==> src/rtl/parity_mem_pkg.sv <==
// Shared definitions for the parity-protected memory: default geometry and
// even-parity encode/check helpers sized to the widest supported word.
package parity_mem_pkg;

    localparam int DEF_DATA_W   = 8;
    localparam int DEF_ADDR_W   = 8;
    localparam int DEF_DEPTH    = 256;
    localparam int DEF_ERRCNT_W = 8;
    localparam int MAX_DATA_W   = 64;

    // Returns {parity, data} with the parity bit placed at position 'width'.
    // Bits of 'data' at or above 'width' are ignored. Callers cast the result
    // down to their own width+1.
    function automatic logic [MAX_DATA_W:0] calc_even_parity(
        input logic [MAX_DATA_W-1:0] data,
        input int                    width
    );
        logic [MAX_DATA_W-1:0] mask;
        logic [MAX_DATA_W-1:0] kept;
        logic                  par;
        if (width >= MAX_DATA_W) begin
            mask = {MAX_DATA_W{1'b1}};
        end else begin
            mask = (64'd1 << width) - 64'd1;
        end
        kept = data & mask;
        par  = ^kept;
        return {1'b0, kept} | ({{MAX_DATA_W{1'b0}}, par} << width);
    endfunction

    // A stored word is good when its total bit count is even.
    function automatic logic check_even_parity(input logic [MAX_DATA_W:0] word);
        return ^word;
    endfunction

endpackage

==> src/rtl/parity_mem_ctrl_sat_counter.sv <==
// Saturating up-counter used for the parity-error tally. Stops at all-ones.
module parity_mem_ctrl_sat_counter #(
    parameter int WIDTH = 8
) (
    input  logic             clk,
    input  logic             rst_n,
    input  logic             clear_i,
    input  logic             inc_i,
    output logic [WIDTH-1:0] count_o
);

    logic [WIDTH-1:0] count_q;
    logic [WIDTH-1:0] count_d;

    // Next count: clear first, then increment unless already saturated.
    always_comb begin
        count_d = count_q;
        if (clear_i) begin
            count_d = {WIDTH{1'b0}};
        end else if (inc_i && (count_q != {WIDTH{1'b1}})) begin
            count_d = count_q + {{(WIDTH-1){1'b0}}, 1'b1};
        end else begin
            count_d = count_q;
        end
    end

    // Count register with synchronous active-low reset.
    always_ff @(posedge clk) begin
        if (!rst_n) begin
            count_q <= {WIDTH{1'b0}};
        end else begin
            count_q <= count_d;
        end
    end

    assign count_o = count_q;

endmodule

==> src/rtl/parity_mem_ctrl.sv <==
// Single-port synchronous memory storing {even parity, data} per word.
// Reads take one cycle and return data with valid / parity-error /
// uninitialised flags; out-of-range accesses raise addr_err.
module parity_mem_ctrl
    import parity_mem_pkg::*;
#(
    parameter int DATA_W   = DEF_DATA_W,
    parameter int ADDR_W   = DEF_ADDR_W,
    parameter int DEPTH    = DEF_DEPTH,
    parameter int ERRCNT_W = DEF_ERRCNT_W
) (
    input  logic                clk,
    input  logic                rst_n,
    input  logic                write,
    input  logic                read,
    input  logic [ADDR_W-1:0]   address,
    input  logic [DATA_W-1:0]   data_in,
    input  logic                inj_err,
    output logic [DATA_W-1:0]   data_out,
    output logic                rd_valid,
    output logic                parity_err,
    output logic                uninit,
    output logic                addr_err,
    output logic [ERRCNT_W-1:0] err_count
);

    // One extra bit so DEPTH == 2**ADDR_W is representable.
    localparam logic [ADDR_W:0] DEPTH_L = (ADDR_W+1)'(DEPTH);

    // Storage: contents survive reset, only the written flags are cleared.
    logic [DATA_W:0]   mem_q [DEPTH];
    logic [DEPTH-1:0]  written_q;
    logic [DEPTH-1:0]  written_d;

    logic [DATA_W-1:0] data_out_q, data_out_d;
    logic              rd_valid_q, rd_valid_d;
    logic              parity_err_q, parity_err_d;
    logic              uninit_q, uninit_d;
    logic              addr_err_q, addr_err_d;

    logic              addr_ok_s;
    logic              wr_en_s;
    logic              rd_en_s;
    logic              err_inc_s;
    logic [DATA_W:0]   wr_word_s;
    logic [DATA_W:0]   rd_word_s;

    assign addr_ok_s = ({1'b0, address} < DEPTH_L);
    assign wr_en_s   = write & addr_ok_s;
    // Write wins over a simultaneous read.
    assign rd_en_s   = read & ~write;
    assign rd_word_s = mem_q[address];

    // Encode the write word; inj_err flips the parity bit to plant an error.
    always_comb begin
        wr_word_s = (DATA_W+1)'(calc_even_parity(64'(data_in), DATA_W))
                  ^ {inj_err, {DATA_W{1'b0}}};
    end

    // Written-flag update for in-range writes.
    always_comb begin
        written_d = written_q;
        if (wr_en_s) begin
            written_d[address] = 1'b1;
        end else begin
            written_d = written_q;
        end
    end

    // Read response: pulses default low, data_out holds between reads.
    always_comb begin
        data_out_d   = data_out_q;
        rd_valid_d   = 1'b0;
        parity_err_d = 1'b0;
        uninit_d     = 1'b0;
        addr_err_d   = (write | read) & ~addr_ok_s;
        if (rd_en_s) begin
            rd_valid_d = 1'b1;
            if (addr_ok_s && written_q[address]) begin
                data_out_d   = rd_word_s[DATA_W-1:0];
                parity_err_d = check_even_parity((MAX_DATA_W+1)'(rd_word_s));
                uninit_d     = 1'b0;
            end else begin
                data_out_d   = {DATA_W{1'b0}};
                parity_err_d = 1'b0;
                uninit_d     = 1'b1;
            end
        end else begin
            data_out_d = data_out_q;
        end
    end

    // Count errors on the same edge that reports them.
    assign err_inc_s = rd_valid_d & parity_err_d;

    // Array write port; reset blocks the write in the same cycle.
    always_ff @(posedge clk) begin
        if (rst_n && wr_en_s) begin
            mem_q[address] <= wr_word_s;
        end
    end

    // Flag and output registers with synchronous active-low reset.
    always_ff @(posedge clk) begin
        if (!rst_n) begin
            written_q    <= {DEPTH{1'b0}};
            data_out_q   <= {DATA_W{1'b0}};
            rd_valid_q   <= 1'b0;
            parity_err_q <= 1'b0;
            uninit_q     <= 1'b0;
            addr_err_q   <= 1'b0;
        end else begin
            written_q    <= written_d;
            data_out_q   <= data_out_d;
            rd_valid_q   <= rd_valid_d;
            parity_err_q <= parity_err_d;
            uninit_q     <= uninit_d;
            addr_err_q   <= addr_err_d;
        end
    end

    parity_mem_ctrl_sat_counter #(
        .WIDTH (ERRCNT_W)
    ) u_err_cnt (
        .clk     (clk),
        .rst_n   (rst_n),
        .clear_i (1'b0),
        .inc_i   (err_inc_s),
        .count_o (err_count)
    );

    assign data_out   = data_out_q;
    assign rd_valid   = rd_valid_q;
    assign parity_err = parity_err_q;
    assign uninit     = uninit_q;
    assign addr_err   = addr_err_q;

endmodule

==> config.mk <==
export PLATFORM = sky130hd
export DESIGN_NAME = parity_mem_ctrl
export DESIGN_NICKNAME = d
export VERILOG_FILES = /design/src/rtl/parity_mem_pkg.sv /design/src/rtl/parity_mem_ctrl_sat_counter.sv /design/src/rtl/parity_mem_ctrl.sv
export SDC_FILE = /design/constraint.sdc
export NUM_CORES = 2
export LEC_CHECK = 0
export BUFFER_PORTS_ARGS = -buffer_cell sky130_fd_sc_hd__buf_2
export CORE_ASPECT_RATIO = 2
export CORE_UTILIZATION = 60
export DETAILED_ROUTE_END_ITERATION = 16
export PLACE_DENSITY = 0.76
export RECOVER_POWER = 25
export SETUP_SLACK_MARGIN = 0.05
export SLEW_MARGIN = 30
export SYNTH_ARGS = -nofsm -noshare
export SYNTH_HDL_FRONTEND = slang
export SYNTH_SLANG_ARGS = --single-unit
==> constraint.sdc <==
create_clock -name clk -period 15.9 [get_ports clk]
set_clock_uncertainty 0.2 [all_clocks]
set_input_delay 3.18 -clock clk [delete_from_list [all_inputs] [get_ports clk]]
set_output_delay 3.18 -clock clk [all_outputs]
set_load 0.005 [all_outputs]
---- Word-level counts from Yosys, hierarchy flattened ----
Memory sizes are Yosys's and may differ from the RTL's.
Cells that the tools add are included.
storage, ports and cells
  memories kept ........................... 1
  bits in registers ....................... 275
  memory bits (writable) .................. 2,304
  input port bits ......................... 21
  logic and storage cells ................. 34
memories
  memory  depth  bits a word  read ports  clocked after Yosys merged registers in  wr ports  line                   source
  mem_q   256    9            1           0                                        1         parity_mem_ctrl.sv:31  logic [DATA_W:0] mem_q [DEPTH];
cells by class
  order comparisons ....................... 2
  multiplexer cells ....................... 11
  eq/ne operators ......................... 1
  $add $sub $neg .......................... 1
  bitwise operators ....................... 6
  reductions and logical operators ........ 6
operators by type and width
  kind                   count
  $or A256 B256 Y256     1
  $reduce_xor A65 Y1     1
  $reduce_xor A64 Y1     1
  $lt A8 B9 Y1 const B   1
  $or A8 B9 Y9           1
  $xor A9 B9 Y9          1
  $add A8 B1 Y8 const B  1
  $bmux W1 S8            1
  $demux W1 S8           1
  $ge A8 B1 Y1 const B   1
  $mux W1                8
  $mux W8                1
  $ne A8 B8 Y1 const B   1
  $logic_and A1 B1 Y1    3
  $and A1 B1 Y1          2
  $reduce_and A2 Y1      1
  $not A1 Y1             1

---- Logic depth before layout (Yosys ltp) ----
  depth in word-level cells ............... 6
  depth in mapped cells ................... 17
  mapped depth without buffers ............ 10

---- Hierarchy ----
A second synthesis with hierarchy kept.
second synthesis, totals
  cell total of the unflattened synthesis .. 4,545
  area, all modules ....................... 98,430.7 µm²
by module, submodules not included
  module                       instances  seq. area each (µm²)  cells each  area each (µm²)
  parity_mem_ctrl              1          74,531.5              4,499       98,009.0
  parity_mem_ctrl_sat_counter  1          160.2                 46          421.7

---- Worst setup path before layout ----
No wires, ideal clock.
  path kind ............................... input-to-reg
  from .................................... input data_in[4]
  to ...................................... memory mem_q[0][8] (netlist name), data pin
  data required time ...................... 14.053 ns
  stages .................................. 4
  data arrival time ....................... 10.842 ns
  setup slack ............................. 3.211 ns
  path through ............................ xnor2_1 > xnor2_1 > xnor2_1 > xnor2_1
on the way
  longest elaborated chain between the ends .. 3
RTL lines
  item                    line                   source
  start, declared         parity_mem_ctrl.sv:17  input logic [DATA_W-1:0] data_in,
  $reduce_xor A64 Y1      parity_mem_pkg.sv:27   par = ^kept;
  $or A8 B9 Y9            parity_mem_pkg.sv:28   return {1'b0, kept} | ({{MAX_DATA_W{1'b0}}, par} << width);
  $xor A9 B9 Y9           parity_mem_ctrl.sv:57  ^ {inj_err, {DATA_W{1'b0}}};
  named net wr_word_s[8]  parity_mem_ctrl.sv:45  logic [DATA_W:0] wr_word_s;
  end, declared           parity_mem_ctrl.sv:31
The timed path passes the listed nets, and every way through them passes these cells.

---- Worst setup path in the final report ----
  from .................................... input data_in[1]
  to ...................................... memory mem_q[136][8] (netlist name), data pin
Same word-level chain as after synthesis.

==> out/metrics.csv <==
stage;metric;value;unit
clock_network;cts_tree;done;
clock_network;cts_resized;0;
route;drc;14;
yosys;yosysMostFrequentCell;edfxtp_1;
yosys;synth_edf_count;2304;
route;ant_nets;0;
sta;setup_ws;6.62;ns
sta;worst_pin_slew;5.03;ns
floorplan;top_level_ports;41;
route;drt-initial-drc-count;6161;
global_routing;track_usage;30.6;%
cells_and_area;multi_input_area;22900;um^2
cells_and_area;fin_area;108000;um^2
yosys;synth_top_area_share;70.4;%
clock_network;clockBufferDepth;4;
yosys;synth_flop_cell;edfxtp_1;
yosys;synthArstFlopShare;0;%
place;gp_congestion;0.899;
route;wl;248;mm
setup_path;crit_slowest_cell;clkbuf_1;
sta;rsz0062_at_grt;no;
pwr;p_leak;35.3;nW
yosys;syn-num-nets;4559;
setup_path;start_kind;primary input;
yosys;ys_warn_count;0;
sta;timing.fmax;108;MHz
yosys;yosys.area.top_type;edfxtp_1;
sta;tns;0;ns
cells_and_area;final.fill_count;9782;
pwr;power.share.switching;21.4;%
sta;period_share;58.3;%
clock_network;cts_buffers;203;
yosys;syn_area_per_cell;21.7;um^2
clock_network;ctsRootBufferMaster;clkbuf_16;
route;drt_pre_antenna_iters;12;
floorplan;num_rows;209;
route;viasPerCell;6.96;
outcome;outcome;complete, but fails checks;
pwr;p_switching;0.00283;W
cells_and_area;layout.nets;4636;
route;routedWlPerCell;36.1;um
pwr;clkPwrFrac;37.8;%
place;preCtsSetupSlack;6.18;ns
floorplan;start_util;60.5;%
global_routing;grt-ovfl-total;0;
setup_path;crit_fanout;101;
global_routing;grt_pass1_wl;355;mm
clock_network;ctsHoldBuffers;0;
run;cap_violations;18;
cells_and_area;area_growth_syn_to_layout;9.72;%
setup_path;endpoint_kind;register;
pwr;seqPwrFrac;56.5;%
clock_network;cts_setup_buffers;0;
cells_and_area;regArea;74700;um^2
yosys;ys_ff_latch;2579;
floorplan;core-area;162000;um^2
yosys;yosys-top-cells-area;edfxtp_1, mux4_2, dfxtp_1;
floorplan;dieArea;165000;um^2
place;port_buffers;39;
yosys;ys_seq_area_share;76.0;%
sta;min_period;9.28;ns
clock_network;cts_max_level;4;
clock_network;path_clk_slew;0.07;ns
pwr;ir_drop;0.0821;mV
global_routing;first_global_vias;49600;
pwr;power_density;123;nW/um^2
floorplan;die_h;574;um
setup_path;crit_buf_inv;3;
route;vias;47900;
yosys;netlist-cell-type-count;39;
cells_and_area;post-route-util;66.4;%
cells_and_area;drive_gt1_share;28.8;%
min_path;hold_class;reg -> reg;
global_routing;antenna_found_initial;8;
yosys;synth_common_cells;edfxtp_1, mux4_2, dfxtp_1, nor2_1, a21o_1;
pwr;comb_power_share;5.7;%
setup_path;worstSetupPathType;in -> reg;
place;hpwl;150;mm
yosys;synthCells;4537;
sta;slew_headroom;-235;%
setup_path;path_cells;clkbuf_1 -> xnor2_1 -> xnor2_2 -> buf_4 -> buf_4;
setup_path;crit_arrival;9.58;ns
global_routing;grt_max_degree;113;
sta;slew_viol_final;1302;
setup_path;max_stage_delay;3.45;ns
sta;final-setup-viol-count;0;
outcome;failed_checks;DRC, capacitance limit, slew limit;
clock_network;worst_skew_pair.late_latency;0.85;ns
yosys;syn-cell-area;98200;um^2
floorplan;die_x;288;um
setup_path;cp_top_family;buffers and inverters;
clock_network;cts.sinks;2579;
pwr;power.internal;0.0104;W
place;dpl_cell_area;101000;um^2
setup_path;required;16.20;ns
setup_path;cp_common_cell;buf_4;
sta;hold_viol;0;
[metal layers]
layer  global-route usage (%)  vias up  routed length [um]
met5                        0        -                  12
met2                     51.3     2860              127000
met4                     22.5        2               22000
li1                         -    19100                   -
met3                     4.96      737               20800
met1                     35.6    25200               77900
[power groups by stage]
stage          registers, W  logic (W)  clock network, W
6_report            0.00748   0.000754           0.00501
5_1_grt             0.00748   0.000776           0.00526
4_1_cts             0.00747   0.000750           0.00504
3_5_place_dp        0.00762   0.000746                 0
3_3_place_gp        0.00762   0.000727                 0
2_1_floorplan       0.00766   0.000410                 0
[final cells by class]
class                      instances  share of cell area [%]
sequential                      2579                    69.3
multi-input combinational       1670                    21.2
clock buffer                     282                    5.26
tap                             2110                    2.45
timing repair buffer             158                    1.06
clock inverter                    81                   0.681
inverter                           2                 0.00697
antenna                            2                 0.00464
[logic make-up after synthesis]
logic type | after synthesis | share of synthesized area, %
fa+ha+maj | 1 | 0.0127
compound gates | 539 | 3.91
simple gates | 370 | 1.58
buf+inv | 288 | 1.30
mux | 744 | 17.0
other cells | 1 | 0.00382
xor+xnor | 15 | 0.148
flops | 2579 | 76.0
[placed cells by master (no fill, tap or decap), drive strengths merged, types with 3 or more instances in the layout]
cell type     n
a21o        256
a21oi        90
a22oi       163
and2          4
buf         137
bufinv       13
clkbuf      303
clkinv       57
clkinvlp     10
dfxtp       275
edfxtp     2304
inv           3
mux2i         4
mux4        740
nand2        42
nand2b        9
nand3         6
nand4         4
nor2        271
nor2b         7
nor3          5
nor3b         6
nor4          7
o22ai         6
o31ai         3
o41ai        18
or2           3
or4           3
xnor2        12
[flip-flops by register name, indices dropped and copies added, names as in the netlist]
| name | count |
|---|---|
| mem_q | 2304 |
| rd_valid | 1 |
| uninit | 1 |
| written_q | 256 |
| data_out | 8 |
| parity_err | 1 |
| u_err_cnt.count_o | 8 |
[per-stage QoR]
step	hold slack, ns	cells	power [W]
after floorplan	0.221	4537	0.00807
after global placement	0.227	6517	0.00835
after detailed placement	0.233	6519	0.00837
after CTS	0.249	6882	0.0133
after global routing	0.260	6883	0.0135
final	0.249	6884	0.0132
[path summary, 6_finish.rpt]
path | start | end | slack [ns] | cells after the start
worst max-delay path | data_in[1] | mem_q[136][8]$_DFFE_PP_ | 6.62 | 5
worst min-delay path | written_q[22]$_SDFFE_PN0P_ | written_q[22]$_SDFFE_PN0P_ | 0.25 | 1
worst max register to register | mem_q[214][7]$_DFFE_PP_ | u_err_cnt.count_o[4]$_SDFFE_PN0P_ | 11.08 | 11
worst min register to register | written_q[22]$_SDFFE_PN0P_ | written_q[22]$_SDFFE_PN0P_ | 0.25 | 1
Note: power is estimated with default switching activity, not from simulation.
